File: src/rtl/pll_reconfig_pkg.sv
// Shared types and helpers for the PLL reconfiguration sequencers:
// sequencer state encoding, divide limits, counter field widths and the
// divide-to-counter-field mapping used by pll_div_encoder and for reset values.
package pll_reconfig_pkg;

  localparam int DIV_W   = 8;
  localparam int FIELD_W = 6;

  localparam logic [DIV_W-1:0] DIV_MIN = 8'd1;
  localparam logic [DIV_W-1:0] DIV_MAX = 8'd126;

  typedef enum logic [2:0] {
    IDLE      = 3'd0,
    CHECK     = 3'd1,
    WAIT_RDY  = 3'd2,
    START     = 3'd3,
    WAIT_DONE = 3'd4,
    WAIT_LOCK = 3'd5,
    FINISH    = 3'd6
  } seq_state_t;

  typedef struct packed {
    logic               no_count;
    logic               edge_bit;
    logic [FIELD_W-1:0] high_time;
    logic [FIELD_W-1:0] low_time;
  } div_fields_t;

  function automatic logic div_legal(input logic [DIV_W-1:0] d);
    return (d >= DIV_MIN) && (d <= DIV_MAX);
  endfunction

  // Divide 1 bypasses the counter; otherwise the high phase gets the smaller
  // half and the odd-divide edge bit absorbs the extra half period.
  function automatic div_fields_t encode_divide(input logic [DIV_W-1:0] d);
    div_fields_t f;
    if (d == 8'd1) begin
      f.no_count  = 1'b1;
      f.edge_bit  = 1'b0;
      f.high_time = 6'd1;
      f.low_time  = 6'd1;
    end else begin
      f.no_count  = 1'b0;
      f.edge_bit  = d[0];
      f.high_time = FIELD_W'(d >> 1'b1);
      f.low_time  = FIELD_W'(d - (d >> 1'b1));
    end
    return f;
  endfunction

endpackage

File: src/rtl/pll_div_encoder.sv
// Combinational divide-to-counter-field mapping for one PLL output counter.
// Kept separate so CLKFBOUT/DIVCLK sequencers can reuse the same mapping.
module pll_div_encoder
  import pll_reconfig_pkg::*;
(
  input  logic [DIV_W-1:0]   divide,
  output logic [FIELD_W-1:0] high_time,
  output logic [FIELD_W-1:0] low_time,
  output logic               edge_bit,
  output logic               no_count,
  output logic               legal
);

  div_fields_t fields_s;

  // Map the requested divide onto counter fields and flag out-of-range values.
  always_comb begin
    fields_s  = encode_divide(divide);
    high_time = fields_s.high_time;
    low_time  = fields_s.low_time;
    edge_bit  = fields_s.edge_bit;
    no_count  = fields_s.no_count;
    legal     = div_legal(divide);
  end

endmodule

File: src/rtl/pll_freq_sequencer.sv
// PLL CLKOUT0 frequency sequencer: accepts a divide request, validates it,
// hands counter fields to the DRP reconfiguration engine, waits for the
// engine to finish and for LOCKED to be stable, then reports completion.
// Optional lock/done watchdog: define PLL_SEQ_LOCK_TIMEOUT_EN.
module pll_freq_sequencer
  import pll_reconfig_pkg::*;
#(
  parameter int DIVIDE_RESET        = 20,
  parameter int LOCK_TIMEOUT_CYCLES = 1048576,
  parameter int LOCK_STABLE_CYCLES  = 16
) (
  input  logic               clk,
  input  logic               rst_n,
  input  logic               req_valid,
  input  logic [DIV_W-1:0]   req_divide,
  output logic               req_ready,
  output logic [FIELD_W-1:0] clkout0_high_time,
  output logic [FIELD_W-1:0] clkout0_low_time,
  output logic               clkout0_edge,
  output logic               clkout0_no_count,
  output logic               start_reconfig,
  input  logic               reconfig_ready,
  input  logic               reconfig_done,
  input  logic               pll_locked,
  output logic               busy,
  output logic               done,
  output logic               error,
  output logic [DIV_W-1:0]   cur_divide
);

  localparam int LOCK_CNT_W = $clog2(LOCK_STABLE_CYCLES + 1);
  localparam logic [LOCK_CNT_W-1:0] LOCK_LAST = LOCK_CNT_W'(LOCK_STABLE_CYCLES - 1);
  localparam div_fields_t RESET_FIELDS = encode_divide(DIV_W'(DIVIDE_RESET));

  seq_state_t             state_r, state_s;
  logic [DIV_W-1:0]       div_r;
  logic [DIV_W-1:0]       cur_divide_r;
  div_fields_t            fields_r;
  div_fields_t            enc_fields_s;
  logic                   enc_legal_s;
  logic                   error_r, start_r, done_r, busy_r, ready_r;
  logic [LOCK_CNT_W-1:0]  lock_cnt_r, lock_cnt_s;
  logic                   accept_s, reject_s, load_fields_s, timeout_s;
  logic                   wd_expired_s;

  pll_div_encoder u_div_encoder (
    .divide    (div_r),
    .high_time (enc_fields_s.high_time),
    .low_time  (enc_fields_s.low_time),
    .edge_bit  (enc_fields_s.edge_bit),
    .no_count  (enc_fields_s.no_count),
    .legal     (enc_legal_s)
  );

`ifdef PLL_SEQ_LOCK_TIMEOUT_EN
  localparam int WD_W = $clog2(LOCK_TIMEOUT_CYCLES + 1);
  localparam logic [WD_W-1:0] WD_LAST = WD_W'(LOCK_TIMEOUT_CYCLES - 1);

  logic [WD_W-1:0] wd_cnt_r;

  // Watchdog: one shared count across WAIT_DONE and WAIT_LOCK, cleared elsewhere.
  always_ff @(posedge clk) begin
    if (!rst_n) begin
      wd_cnt_r <= '0;
    end else if ((state_r == WAIT_DONE) || (state_r == WAIT_LOCK)) begin
      wd_cnt_r <= wd_cnt_r + WD_W'(1);
    end else begin
      wd_cnt_r <= '0;
    end
  end

  assign wd_expired_s = ((state_r == WAIT_DONE) || (state_r == WAIT_LOCK)) &&
                        (wd_cnt_r == WD_LAST);
`else
  logic timeout_unused_s;

  assign wd_expired_s     = 1'b0;
  assign timeout_unused_s = (LOCK_TIMEOUT_CYCLES > 0);
`endif

  // Next-state logic; engine progress wins over a watchdog expiry in the same cycle.
  always_comb begin
    state_s       = state_r;
    lock_cnt_s    = '0;
    accept_s      = 1'b0;
    reject_s      = 1'b0;
    load_fields_s = 1'b0;
    timeout_s     = 1'b0;
    case (state_r)
      IDLE: begin
        if (req_valid) begin
          accept_s = 1'b1;
          state_s  = CHECK;
        end else begin
          state_s  = IDLE;
        end
      end
      CHECK: begin
        if (enc_legal_s) begin
          load_fields_s = 1'b1;
          state_s       = WAIT_RDY;
        end else begin
          reject_s      = 1'b1;
          state_s       = IDLE;
        end
      end
      WAIT_RDY: begin
        if (reconfig_ready) begin
          state_s = START;
        end else begin
          state_s = WAIT_RDY;
        end
      end
      START: begin
        state_s = WAIT_DONE;
      end
      WAIT_DONE: begin
        if (reconfig_done) begin
          state_s   = WAIT_LOCK;
        end else if (wd_expired_s) begin
          timeout_s = 1'b1;
          state_s   = IDLE;
        end else begin
          state_s   = WAIT_DONE;
        end
      end
      WAIT_LOCK: begin
        if (pll_locked) begin
          lock_cnt_s = lock_cnt_r + LOCK_CNT_W'(1);
          if (lock_cnt_r == LOCK_LAST) begin
            state_s   = FINISH;
          end else if (wd_expired_s) begin
            timeout_s = 1'b1;
            state_s   = IDLE;
          end else begin
            state_s   = WAIT_LOCK;
          end
        end else begin
          lock_cnt_s = '0;
          if (wd_expired_s) begin
            timeout_s = 1'b1;
            state_s   = IDLE;
          end else begin
            state_s   = WAIT_LOCK;
          end
        end
      end
      FINISH: begin
        state_s = IDLE;
      end
      default: begin
        state_s = IDLE;
      end
    endcase
  end

  // State register and status outputs registered from the next state.
  always_ff @(posedge clk) begin
    if (!rst_n) begin
      state_r    <= IDLE;
      ready_r    <= 1'b1;
      busy_r     <= 1'b0;
      start_r    <= 1'b0;
      done_r     <= 1'b0;
      lock_cnt_r <= '0;
    end else begin
      state_r    <= state_s;
      ready_r    <= (state_s == IDLE);
      busy_r     <= (state_s != IDLE);
      start_r    <= (state_s == START);
      done_r     <= (state_s == FINISH);
      lock_cnt_r <= lock_cnt_s;
    end
  end

  // Request capture, sticky error, counter fields and last-applied divide.
  always_ff @(posedge clk) begin
    if (!rst_n) begin
      div_r        <= DIV_W'(DIVIDE_RESET);
      error_r      <= 1'b0;
      fields_r     <= RESET_FIELDS;
      cur_divide_r <= DIV_W'(DIVIDE_RESET);
    end else begin
      if (accept_s) begin
        div_r   <= req_divide;
        error_r <= 1'b0;
      end else if (reject_s || timeout_s) begin
        error_r <= 1'b1;
      end
      if (load_fields_s) begin
        fields_r <= enc_fields_s;
      end
      if (state_s == FINISH) begin
        cur_divide_r <= div_r;
      end
    end
  end

  assign req_ready         = ready_r;
  assign busy              = busy_r;
  assign start_reconfig    = start_r;
  assign done              = done_r;
  assign error             = error_r;
  assign cur_divide        = cur_divide_r;
  assign clkout0_high_time = fields_r.high_time;
  assign clkout0_low_time  = fields_r.low_time;
  assign clkout0_edge      = fields_r.edge_bit;
  assign clkout0_no_count  = fields_r.no_count;

endmodule
File: config.mk
export PLATFORM = sky130hd
export DESIGN_NAME = pll_freq_sequencer
export DESIGN_NICKNAME = d
export VERILOG_FILES = /design/src/rtl/pll_reconfig_pkg.sv /design/src/rtl/pll_div_encoder.sv /design/src/rtl/pll_freq_sequencer.sv
export SDC_FILE = /design/constraint.sdc
export NUM_CORES = 1
export LEC_CHECK = 0
export ABC_AREA = 1
export CAP_MARGIN = 20
export CORE_MARGIN = 4
export CORE_UTILIZATION = 51
export DETAILED_ROUTE_END_ITERATION = 8
export PLACE_DENSITY_LB_ADDON = 0.12
export SETUP_SLACK_MARGIN = 0.2
export SLEW_MARGIN = 0
export SYNTH_ARGS = -nofsm -noshare
export SYNTH_HDL_FRONTEND = slang
export SYNTH_HIERARCHICAL = 1
export SYNTH_SLANG_ARGS = --single-unit
File: constraint.sdc
create_clock -name clk -period 2.4 [get_ports clk]
set_input_delay 0.36 -clock clk [delete_from_list [all_inputs] [get_ports clk]]
set_output_delay 0.36 -clock clk [all_outputs]
set_load 0.02 [all_outputs]
# --- Yosys cells after proc, flatten, opt, wreduce, memory -nomap -nowiden ---
# Index checks and enable logic that the tools add are counted.
word_totals:
  out_inout_bits: 27
  in_bits: 14
  regBits: 43
classes:
  n_lt_le_gt_ge: 2
  reduce_logical: 6
  n_eq_ne: 9
  n_bitwise: 1
  add_sub_neg: 2
  n_mux: 14
ops:
  columns: ["cell", "count"]
  rows:
  - ["case mux 3 bit (6 select lines)", 1]
  - ["2-to-1 mux 14 bit", 1]
  - ["equality test 3 x 2 -> 1 bit, second input constant", 3]
  - ["equality test 3 bit, second input constant", 3]
  - ["2-to-1 mux 1 bit", 9]
  - ["equality test 8 x 1 -> 1 bit, second input constant", 1]
  - [">= comparator 8 x 1 -> 1 bit, second input constant", 1]
  - ["less-or-equal comparator 8 x 7 -> 1 bit, second input constant", 1]
  - ["zero test 3 bit", 2]
  - ["subtractor 6 bit", 1]
  - ["adder 5 x 1 -> 5 bit, second input constant", 1]
  - ["equality test 5 x 4 -> 1 bit, second input constant", 1]
  - ["2-to-1 mux 2 bit", 2]
  - ["equality test 3 x 1 -> 1 bit, second input constant", 1]
  - ["2-to-1 mux 3 bit", 1]
  - ["AND reduction 3 bit", 1]
  - ["nonzero test 3 bit", 1]
  - ["OR reduction 2 bit", 1]
  - ["logical AND 1 bit", 1]
  - ["inverter 1 bit", 1]

# --- Longest topological paths before layout ---
# Gate-level depths: netlist of the first run.
depth:
  depth_word: 5
  ltp_mapped: 11
  mapped_depth_nobuf: 11

# --- By module ---
# The synthesis of the first run kept the hierarchy.
modules_own_cells:
  columns: ["module", "seq_area_each_um2", "instances", "cells_each", "area_each_um2"]
  rows:
  - ["pll_freq_sequencer", 860.8, 1, 199, 1635.3]
  - ["pll_div_encoder", 0.0, 1, 75, 451.7]

# --- Worst setup path before layout of the first run ---
# Ideal clock, no wire load.
synth_timing:
  kind: "register -> register"
  start: "register div_r[0]"
  end: "register fields_r (netlist bit clkout0_low_time[4])"
  path_slack_ns: 0.749
  path_stages_with_launch: 10
  period_less_slack_ns: 1.651
  required_time_ns: 2.284
  arrival_time_ns: 1.535
  path_buffers: 0
  path_cell_list: "dfxtp_1 > inv_1 > ha_1 > fa_1 > inv_1 > nand3_1 > a21oi_1 > nor2_1 > o21ai_0 > nor2_1"
synth_lines:
  columns: ["element", "line", "text"]
  rows:
  - ["start, declared", "pll_freq_sequencer.sv:36", "logic [DIV_W-1:0] div_r;"]
  - ["start signal, assigned", "pll_freq_sequencer.sv:179", "div_r <= DIV_W'(DIVIDE_RESET);"]
  - ["start signal, assigned", "pll_freq_sequencer.sv:185", "div_r <= req_divide;"]
  - ["end signal, assigned", "pll_freq_sequencer.sv:191", "fields_r <= enc_fields_s;"]
  - ["end, declared", "pll_freq_sequencer.sv:38", "div_fields_t fields_r;"]

# --- Final worst setup path of the first run ---
layout_timing:
  start: "register div_r[1]"
  end: "register ready_r (netlist: req_ready)"
layout_between:
  elab_chain_len: 5
  word_cells_on_any_way: 6
layout_rtl:
  columns: ["element", "line", "text"]
  rows:
  - [">= comparator 8 x 1 -> 1 bit / less-or-equal comparator 8 x 7 -> 1 bit (equally long branches)", "pll_reconfig_pkg.sv:30", "return (d >= DIV_MIN) && (d <= DIV_MAX);"]
  - ["logical AND 1 bit (*)", "pll_reconfig_pkg.sv:30", null]
  - ["net enc_legal_s", "pll_freq_sequencer.sv:40", "logic enc_legal_s;"]
  - ["2-to-1 mux 2 bit (*)", "pll_freq_sequencer.sv:99", "if (enc_legal_s) begin"]
  - ["case mux 3 bit (6 select lines) (*)", "pll_freq_sequencer.sv:89", "case (state_r)"]
  - ["zero test 3 bit (*)", "pll_freq_sequencer.sv:168", "ready_r <= (state_s == IDLE);"]
  - ["end signal, assigned", "pll_freq_sequencer.sv:168", null]
  - ["end, declared", "pll_freq_sequencer.sv:41", "logic error_r, start_r, done_r, busy_r, ready_r;"]
# The timed path passes the listed nets; every way through them passes the cells marked *.
# A chain may end at the register's enable or synchronous reset.

==> flow_metrics.env, run 1 <==
export IMPL_n_antenna_cell=0
export IMPL_syn_cell_area_mm2=0.00209
export IMPL_skew_ns=0.00668
export IMPL_p_sw_frac=0.322
export IMPL_grt_usage=0.178
export IMPL_power_density_mw_per_mm2=667
export IMPL_avgSynthCellArea_um2=7.62
export IMPL_grt_max_degree=25
export IMPL_start_kind="register"
export IMPL_clock_path_buffers=2
export IMPL_finalHoldViolCount=0
export IMPL_worst_setup_path_type="reg2reg"
export IMPL_tightest_slew_ns=0.337
export IMPL_clk_latency_ns=0.30
export IMPL_finalNonFillerCells=364
export IMPL_arrival_ns=2.13
export IMPL_wirelength_mm=4.09
export IMPL_syn_num_nets=303
export IMPL_clock_sinks=43
export IMPL_hpwlAfterDp_mm=3.15
export IMPL_first_iter_violations=112
export IMPL_cp_end_kind="register"
export IMPL_die_area_mm2=0.00518
export IMPL_grt_first_pass_wirelength_mm=7.39
export IMPL_avgRoutedWirePerCell_um=11.2
export IMPL_max_vdd_ir_drop_mv=0.417
export IMPL_crit_slowest_cell="dfxtp_1"
export IMPL_final_layout_size_suffix_gt1_frac=0.0759
export IMPL_max_stage_delay_ns=0.35
export IMPL_die_w_um=72.0
export IMPL_setup_viol=0
export IMPL_report_final_slew_viol_count=0
export IMPL_yosysUniqueCellTypes=30
export IMPL_cts_setup_buffers=0
export IMPL_grt_ovfl_total=0
export IMPL_cts_hold_buf=0
export IMPL_power_internal_mw=1.18
export IMPL_nets=344
export IMPL_p_switching_uw=559
export IMPL_cts_made_buffers=5
export IMPL_drt_antenna_violating_nets=0
export IMPL_fin_crit_ns=1.94
export IMPL_viasPerCell=4.89
export IMPL_antenna_found_initial=0
export IMPL_clkTransAtPathRegs_ns=0.08
export IMPL_grt_pass1_vias=1739
export IMPL_yosys_register_bits=43
export IMPL_gp_congestion=0.910
export IMPL_min_period_over_period=0.807
export IMPL_drcViolationCount=0
export IMPL_cts_resized=0
export IMPL_p_leak_nw=1.24
export IMPL_place_inst=356
export IMPL_status="finished, final reports clean"
export IMPL_io_buffers=40
export IMPL_tns_ns=0
export IMPL_path_max_fanout=17
export IMPL_yosysWarnings=6
export IMPL_start_util=0.549
export IMPL_via_count=1780
export IMPL_rows=22
export IMPL_cts_tree="built"
export IMPL_seq_power_share=0.470
export IMPL_yosysSeqAreaShare=0.412
export IMPL_hold_class="reg2reg"
export IMPL_drv_cap=0
export IMPL_slew_headroom=0.775
export IMPL_ios=41
export IMPL_fmax_ghz=0.516
export IMPL_power_frac_clock=0.259
export IMPL_die_y_um=72.0
export IMPL_rsz0062_at_grt="false"
export IMPL_path_cells="inv_1 > ha_1 > nand4_4 > inv_2 > o21a_1 > nand4_4 > nand2_1 > nor2_1 > nand3_1 > nand2_1"
export IMPL_clock_root_buffer="clkbuf_8"
export IMPL_critical_path_required_ns=2.59
export IMPL_detail_route_first_pass_iterations=4
export IMPL_syn_inst=274
export IMPL_core_area_mm2=0.00380
export IMPL_syn2layout_area_growth_pct=24.6
export IMPL_comb_power_share=0.272
export IMPL_cts_max_level=2
-- state kept, by name (all words and copies together), names as in the netlist, 3 cells and up --
name / flops
clkout0_high_time: 6
state_r: 3
cur_divide: 8
lock_cnt_r: 5
clkout0_low_time: 6
div_r: 8
-- stage by stage --
step / hold WS, ns / cell area, µm² / power (mW) / setup WS, ns / utilization
floorplan: 0.430 / 2090 / 1.14 / 0.749 / -
global placement: 0.442 / 2500 / 1.29 / 0.502 / 0.659
detailed placement: 0.450 / 2500 / 1.30 / 0.415 / 0.659
CTS: 0.471 / 2590 / 1.75 / 0.377 / 0.682
global route: 0.496 / 2600 / 1.86 / 0.253 / 0.685
finish: 0.468 / 2600 / 1.73 / 0.463 / 0.685
-- synthesized netlist by cell type (all sizes together) --
cell | count | area share
or2 | 1 | 0.0030
ha | 14 | 0.084
buf | 7 | 0.029
nor2 | 44 | 0.088
nor3 | 1 | 0.0024
o21ai | 27 | 0.068
o21a | 1 | 0.0036
nand2 | 42 | 0.076
nand4 | 5 | 0.025
and2 | 1 | 0.0030
nor3b | 1 | 0.0036
fa | 1 | 0.0096
inv | 42 | 0.076
nand3 | 23 | 0.066
dfxtp | 43 | 0.41
xor2 | 1 | 0.0042
clkbuf | 3 | 0.0054
a21oi | 17 | 0.041
-- worst max-delay path: cells and delay by family (launching register included) --
family | cells | cell delay, ns
adder cells (fa/ha/maj) | 1 | 0.22
buffers and inverters | 2 | 0.28
AND/OR/NAND/NOR | 6 | 0.79
AO/OA/AOI/OAI | 1 | 0.18
flip-flops | 1 | 0.35
-- placed cells by master, fill, tap and decap left out, drive strengths merged, types with 5 or more instances in the layout --
master	synthesis	layout
nor2	44	44
clkdlybuf4s50	0	40
nand3	23	23
clkbuf	3	6
dfxtp	43	43
inv	42	42
nand2	42	42
ha	14	14
o21ai	27	27
nand4	5	5
a21oi	17	17
-- power by group through the flow --
stage	Sequential, mW	Clock [mW]	Combinational, mW
2_1_floorplan	0.872	0	0.272
5_1_grt	0.825	0.501	0.531
4_1_cts	0.815	0.465	0.469
3_5_place_dp	0.832	0	0.468
6_report	0.814	0.449	0.471
3_3_place_gp	0.829	0	0.462
-- layer usage --
metal | GRT usage | share of wire
met1 | 0.230 | 0.49
met2 | 0.282 | 0.43
met3 | 0.0540 | 0.058
met4 | 0.0668 | 0.014
met5 | 0 | 0
-- final cells by class --
cell class / count / area (µm²)
Clock buffer: 6 / 72.6
Clock inverter: 2 / 12.5
Fill cell: 346 / 1200
Inverter: 42 / 160
Multi-Input combinational cell: 179 / 1000
Sequential cell: 43 / 861
Tap cell: 48 / 60.1
Timing Repair Buffer: 44 / 430
-- final timing paths --
| path | startpoint | endpoint | slack, ns | cells after the start |
|---|---|---|---|---|
| worst max register to register | div_r[1] | req_ready | 0.46 | 10 |
| worst max-delay path | div_r[1] | req_ready | 0.46 | 10 |
| worst min register to register | cur_divide[2] | cur_divide[2] | 0.47 | 2 |
| worst min-delay path | cur_divide[2] | cur_divide[2] | 0.47 | 2 |
-- cell families (layout without fill, tap and decap cells) --
logic type	after synthesis	in the layout	share of synthesized area
AOI/OAI and AO/OA	45	45	0.113
xor gates and xnor gates	1	1	0.00420
adders and majority gates	15	15	0.0935
buffers and inverters	52	94	0.110
DFF	43	43	0.412
and+or+nand+nor	118	118	0.267
Power figures use the tool's default switching activity.
==> run 2: changes to the inputs <==
==> constraint.sdc (replaced) <==
create_clock -name clk -period 1.79 [get_ports clk]
set_input_delay 0.2685 -clock clk [delete_from_list [all_inputs] [get_ports clk]]
set_output_delay 0.2685 -clock clk [all_outputs]
set_load 0.02 [all_outputs]
==> run 2 against run 1 <==
Register-to-register slack worse by 0.32 ns; critical path depth down 1; core utilization rose by 11 points; clock-buffer cell count did not move; combinational power rose by 72%; sequential share of layout area fell by 3.8 points; critical endpoint is now clkout0_low_time[4]; cell count up 4.9%.
==> flow_metrics.env, run 2 (synthesis gave the netlist of run 1 again) <==
export IMPL_drcViolationCount=0
export IMPL_drv_cap=0
export IMPL_min_to="cur_divide[4]"
export IMPL_rr_startpoint="div_r[0]"
export IMPL_cp_end_kind="register"
export IMPL_fin_util=0.798
export IMPL_p_switching_uw=836
export IMPL_rsz0062_at_grt="true"
export IMPL_place_area_mm2=0.00253
export IMPL_fmax_ghz=0.608
export IMPL_pre_cts_slack_ns=-0.0479
export IMPL_drt_antenna_violating_nets=0
export IMPL_power_mw=2.65
export IMPL_gp_congestion=0.841
export IMPL_wirelength_mm=5.03
export IMPL_finalNonFillerCells=382
export IMPL_place_inst=358
export IMPL_skew_ns=0.00353
export IMPL_final_common_cell="clkdlybuf4s50_1"
export IMPL_critical_path_required_ns=1.99
export IMPL_layout_common_cells="clkdlybuf4s50_1 (40), nand2_1 (38), nor2_1 (36)"
export IMPL_cts_max_level=2
export IMPL_syn2layout_area_growth_pct=45.2
export IMPL_hold_path_startpoint="cur_divide[4]"
export IMPL_clkTransAtPathRegs_ns=0.07
export IMPL_avgRoutedWirePerCell_um=13.2
export IMPL_core_area_mm2=0.00380
export IMPL_max_vdd_ir_drop_mv=0.759
export IMPL_r2r_setup_slack_ns=0.14
export IMPL_grt_ovfl_total=0
export IMPL_grt_pass1_vias=1777
export IMPL_report_final_slew_viol_count=0
export IMPL_tns_ns=0
export IMPL_cts_made_buffers=5
export IMPL_n_antenna_cell=0
export IMPL_final_area_mm2=0.00303
export IMPL_clock_root_buffer="clkbuf_8"
export IMPL_r2r_cells=9
export IMPL_clock_path_buffers=2
export IMPL_clk_latency_ns=0.30
export IMPL_worst_setup_path_type="reg2reg"
export IMPL_path_max_fanout=3
export IMPL_tightest_slew_ns=0.444
export IMPL_power_internal_mw=1.81
export IMPL_seq_power_share=0.421
export IMPL_cts_hold_buf=0
export IMPL_finalHoldViolCount=0
export IMPL_antenna_found_initial=0
export IMPL_io_buffers=40
export IMPL_die_y_um=72.0
export IMPL_whs_path_depth=2
export IMPL_rows=22
export IMPL_grt_first_pass_wirelength_mm=7.77
export IMPL_status="finished, final reports clean"
export IMPL_setup_viol=0
export IMPL_nets=363
export IMPL_p_sw_frac=0.315
export IMPL_first_iter_violations=80
export IMPL_hold_ws_ns=0.465
export IMPL_worstReg2RegEnd="clkout0_low_time[4]"
export IMPL_start_util=0.549
export IMPL_start_kind="register"
export IMPL_power_density_mw_per_mm2=875
export IMPL_grt_usage=0.191
export IMPL_ios=41
export IMPL_worst_slack_ns=0.145
export IMPL_fin_crit_ns=1.65
export IMPL_via_count=1968
export IMPL_cts_tree="built"
export IMPL_hpwlAfterDp_mm=2.98
export IMPL_comb_power_share=0.305
export IMPL_detail_route_first_pass_iterations=5
export IMPL_final_layout_size_suffix_gt1_frac=0.249
export IMPL_die_w_um=72.0
export IMPL_viasPerCell=5.15
export IMPL_power_frac_clock=0.273
export IMPL_critPathLaunch="div_r[0]"
export IMPL_slew_headroom=0.704
export IMPL_hold_class="reg2reg"
export IMPL_die_area_mm2=0.00518
export IMPL_grt_max_degree=39
export IMPL_clock_sinks=43
export IMPL_min_period_over_period=0.919
export IMPL_p_leak_nw=1.36
export IMPL_arrival_ns=1.85
## run 2: cell types whose count changed in the layout (fill, tap and decap cells not counted), sizes merged
cell | previous run | this run
buf | 4 | 20
nand4 | 5 | 7
bufinv | 0 | 1
clkinv | 1 | 0
## run 2: repair_timing
action	in CTS	in global routing
cloned	3	0
pin swaps	9	17
gates resized for setup	24	48
setup buffers	5	9
endpoints found under the setup margin	17	33
## run 2: area by class of cell
class                   count  area, µm²
multi-input cells         181       1210
flip-flops and latches     43        887
fillers                   258        768
repair buffers             60        587
inverters                  42        173
clock buffers               6       72.6
well taps                  48       60.1
clock inverters             1       30.0
repair inverters            1       7.51
## run 2: power by group through the flow
stage	Sequential, mW	Combinational [mW]	Clock [mW]
after floorplan	1.17	0.364	0
after global placement	1.12	0.616	0
after detailed placement	1.12	0.622	0
after CTS	1.10	0.692	0.738
after global routing	1.13	0.889	0.781
final	1.12	0.809	0.725
## run 2: metal layers
layer / global-route usage / vias to the layer above / share of wire
li1: - / 1000 / -
met1: 0.232 / 881 / 0.41
met2: 0.312 / 75 / 0.49
met3: 0.0568 / 12 / 0.070
met4: 0.0814 / 0 / 0.024
met5: 0 / - / 0
## run 2: critical path, stage by stage, from the launching register on
cell and delay [ns]:
dfxtp_4 0.37, inv_4 0.05, ha_2 0.19, fa_2 0.34
inv_1 0.09, nand3_1 0.12, a21oi_2 0.15, nor2_2 0.05
o21ai_2 0.12, nor2_1 0.05
## run 2: how the worst max path moves through the flow
stage                                endpoint  slack (ns)  cells after the start
after global placement    clkout0_low_time[4]       -0.03                      9
after detailed placement  clkout0_low_time[4]       -0.05                      9
after CTS                 clkout0_low_time[4]        0.20                      9
final                     clkout0_low_time[4]        0.14                      9
after floorplan           clkout0_low_time[4]        0.17                      9
after global routing      clkout0_low_time[5]        0.03                      9
==> run 3: changes to the inputs <==
--- a/config.mk
+++ b/config.mk
@@ -7,7 +7,7 @@
 export LEC_CHECK = 0
 export ABC_AREA = 1
 export CAP_MARGIN = 20
-export CORE_MARGIN = 4
+export CORE_MARGIN = 2
 export CORE_UTILIZATION = 51
 export DETAILED_ROUTE_END_ITERATION = 8
 export PLACE_DENSITY_LB_ADDON = 0.12
==> constraint.sdc (replaced) <==
create_clock -name clk -period 1.6 [get_ports clk]
set_input_delay 0.24 -clock clk [delete_from_list [all_inputs] [get_ports clk]]
set_output_delay 0.24 -clock clk [all_outputs]
set_load 0.02 [all_outputs]
==> run 3 against run 2 <==
The flow now finishes with violations (setup timing); global-route usage grew 4.9 points; fmax is 1.8% higher; non-clock buffer count up 8; design area up 6.6%; clock power down 8.6%; combinational power is 22% higher; die area fell by 11%.
==> flow_metrics.env, run 3 (synthesis gave the netlist of run 1 again) <==
export IMPL_status="finished, violations left"
export IMPL_violations="setup timing"
export IMPL_power_density_mw_per_mm2=902
export IMPL_die_area_mm2=0.00462
export IMPL_final_common_cell="nand2_1"
export IMPL_whs_path_depth=2
export IMPL_clock_sinks=43
export IMPL_die_y_um=68.0
export IMPL_core_area_mm2=0.00397
export IMPL_clock_root_buffer="clkbuf_8"
export IMPL_drv_cap=0
export IMPL_start_kind="register"
export IMPL_grt_first_pass_wirelength_mm=8.23
export IMPL_viasPerCell=5.25
export IMPL_drcViolationCount=0
export IMPL_tns_ns=-0.0172
export IMPL_max_stage_delay_ns=0.40
export IMPL_rows=23
export IMPL_die_w_um=68.0
export IMPL_finalNonFillerCells=396
export IMPL_drt_antenna_violating_nets=0
export IMPL_critPathTopFamily="flip-flops"
export IMPL_final_area_mm2=0.00323
export IMPL_grt_pass1_vias=1867
export IMPL_first_iter_violations=163
export IMPL_grt_max_degree=39
export IMPL_r2r_setup_slack_ns=-0.02
export IMPL_clkTransAtPathRegs_ns=0.07
export IMPL_worst_slack_ns=-0.0172
export IMPL_crit_path_end="clkout0_low_time[4]"
export IMPL_hpwlAfterDp_mm=3.37
export IMPL_grt_usage=0.240
export IMPL_p_leak_nw=1.50
export IMPL_n_antenna_cell=0
export IMPL_report_final_slew_viol_count=0
export IMPL_rr_startpoint="div_r[1]"
export IMPL_setup_viol=1
export IMPL_critical_path_required_ns=1.79
export IMPL_via_count=2078
export IMPL_pre_cts_slack_ns=-0.0258
export IMPL_fmax_ghz=0.618
export IMPL_place_inst=370
export IMPL_fin_crit_ns=1.62
export IMPL_arrival_ns=1.81
export IMPL_rsz0062_at_grt="true"
export IMPL_path_max_fanout=4
export IMPL_clock_path_buffers=2
export IMPL_worstReg2RegEnd="clkout0_low_time[4]"
export IMPL_power_mw=2.91
export IMPL_fin_util=0.813
export IMPL_cts_tree="built"
export IMPL_gp_congestion=0.816
export IMPL_syn2layout_area_growth_pct=54.8
export IMPL_place_area_mm2=0.00272
export IMPL_critPathBufInv=3
export IMPL_finalHoldViolCount=0
export IMPL_io_buffers=40
export IMPL_start_util=0.526
export IMPL_crit_cells=9
export IMPL_min_period_over_period=1.01
export IMPL_wirelength_mm=5.83
export IMPL_max_vdd_ir_drop_mv=0.447
export IMPL_clk_latency_ns=0.30
export IMPL_final_layout_size_suffix_gt1_frac=0.361
export IMPL_path_cells="inv_4 > buf_6 > fa_2 > inv_2 > nand3_2 > a21oi_2 > nor2_2 > o21ai_1 > nor2_1"
export IMPL_critPathLaunch="div_r[1]"
export IMPL_ios=41
export IMPL_worst_setup_path_type="reg2reg"
export IMPL_cts_max_level=2
export IMPL_hold_ws_ns=0.466
export IMPL_slew_headroom=0.794
export IMPL_layout_common_cells="nand2_1 (34), dfxtp_1 (33), nor2_1 (29)"
export IMPL_crit_slowest_cell="dfxtp_4"
export IMPL_hold_class="reg2reg"
export IMPL_r2r_cells=9
export IMPL_tightest_slew_ns=0.308
export IMPL_detail_route_first_pass_iterations=4
export IMPL_antenna_found_initial=0
export IMPL_nets=374
export IMPL_cp_end_kind="register"
export IMPL_avgRoutedWirePerCell_um=14.7
export IMPL_skew_ns=0.00642
export IMPL_grt_ovfl_total=0
export IMPL_cts_made_buffers=5
==> run 3: cell count changes in the layout (fill, tap and decap cells not counted), sizes merged <==
cell / before / now
inv: 42 / 41
bufinv: 1 / 0
nor2: 44 / 47
buf: 20 / 28
clkdlybuf4s50: 40 / 13
clkbuf: 6 / 7
dlygate4sd2: 0 / 27
clkinv: 0 / 2
==> run 3: worst reg2reg max path, stage by stage (launching register included) <==
cell	delay [ns]
dfxtp_4	0.40
inv_4	0.06
buf_6	0.11
fa_2	0.36
inv_2	0.07
nand3_2	0.08
a21oi_2	0.18
nor2_2	0.05
o21ai_1	0.13
nor2_1	0.06
==> run 3: how the worst min path moves through the flow <==
stage | from | to
2_1_floorplan | req_divide[2] | div_r[2]
4_1_cts | lock_cnt_r[3] | lock_cnt_r[3]
3_3_place_gp | lock_cnt_r[0] | lock_cnt_r[0]
6_report | cur_divide[4] | cur_divide[4]
5_1_grt | cur_divide[4] | cur_divide[4]
3_5_place_dp | lock_cnt_r[0] | lock_cnt_r[0]
==> run 3: report_power, final <==
part	total (mW)	switching, mW	internal, mW
sequential	1.26	0.0989	1.16
combinational	0.990	0.551	0.439
clock	0.663	0.357	0.306
total	2.91	1.01	1.91
==> run 3: repair_timing <==
action | 4_1_cts | 5_1_grt
hold buffers | 0 | 0
setup buffers | 7 | 5
endpoints found under the setup margin | 55 | 35
pin swaps | 9 | 38
endpoints found under the hold margin | 0 | 0
gates cloned | 4 | 2
gates resized for setup | 46 | 67
==> run 3: final cells by class <==
type                    instances  area [µm²]
flip-flops and latches         43         888
fillers                       249         741
clock inverters                 1        5.00
repair buffers                 68         626
well taps                      50        62.6
inverters                      42         181
clock buffers                   7        76.3
multi-input cells             184        1390
repair inverters                1        6.26
==> run 3: layer usage <==
| metal | vias up | track usage | part of all wire |
|---|---|---|---|
| li1 | 1025 | - | - |
| met1 | 944 | 0.270 | 0.41 |
| met2 | 89 | 0.443 | 0.51 |
| met3 | 20 | 0.0411 | 0.053 |
| met4 | 0 | 0.0975 | 0.029 |
| met5 | - | 0 | 0 |
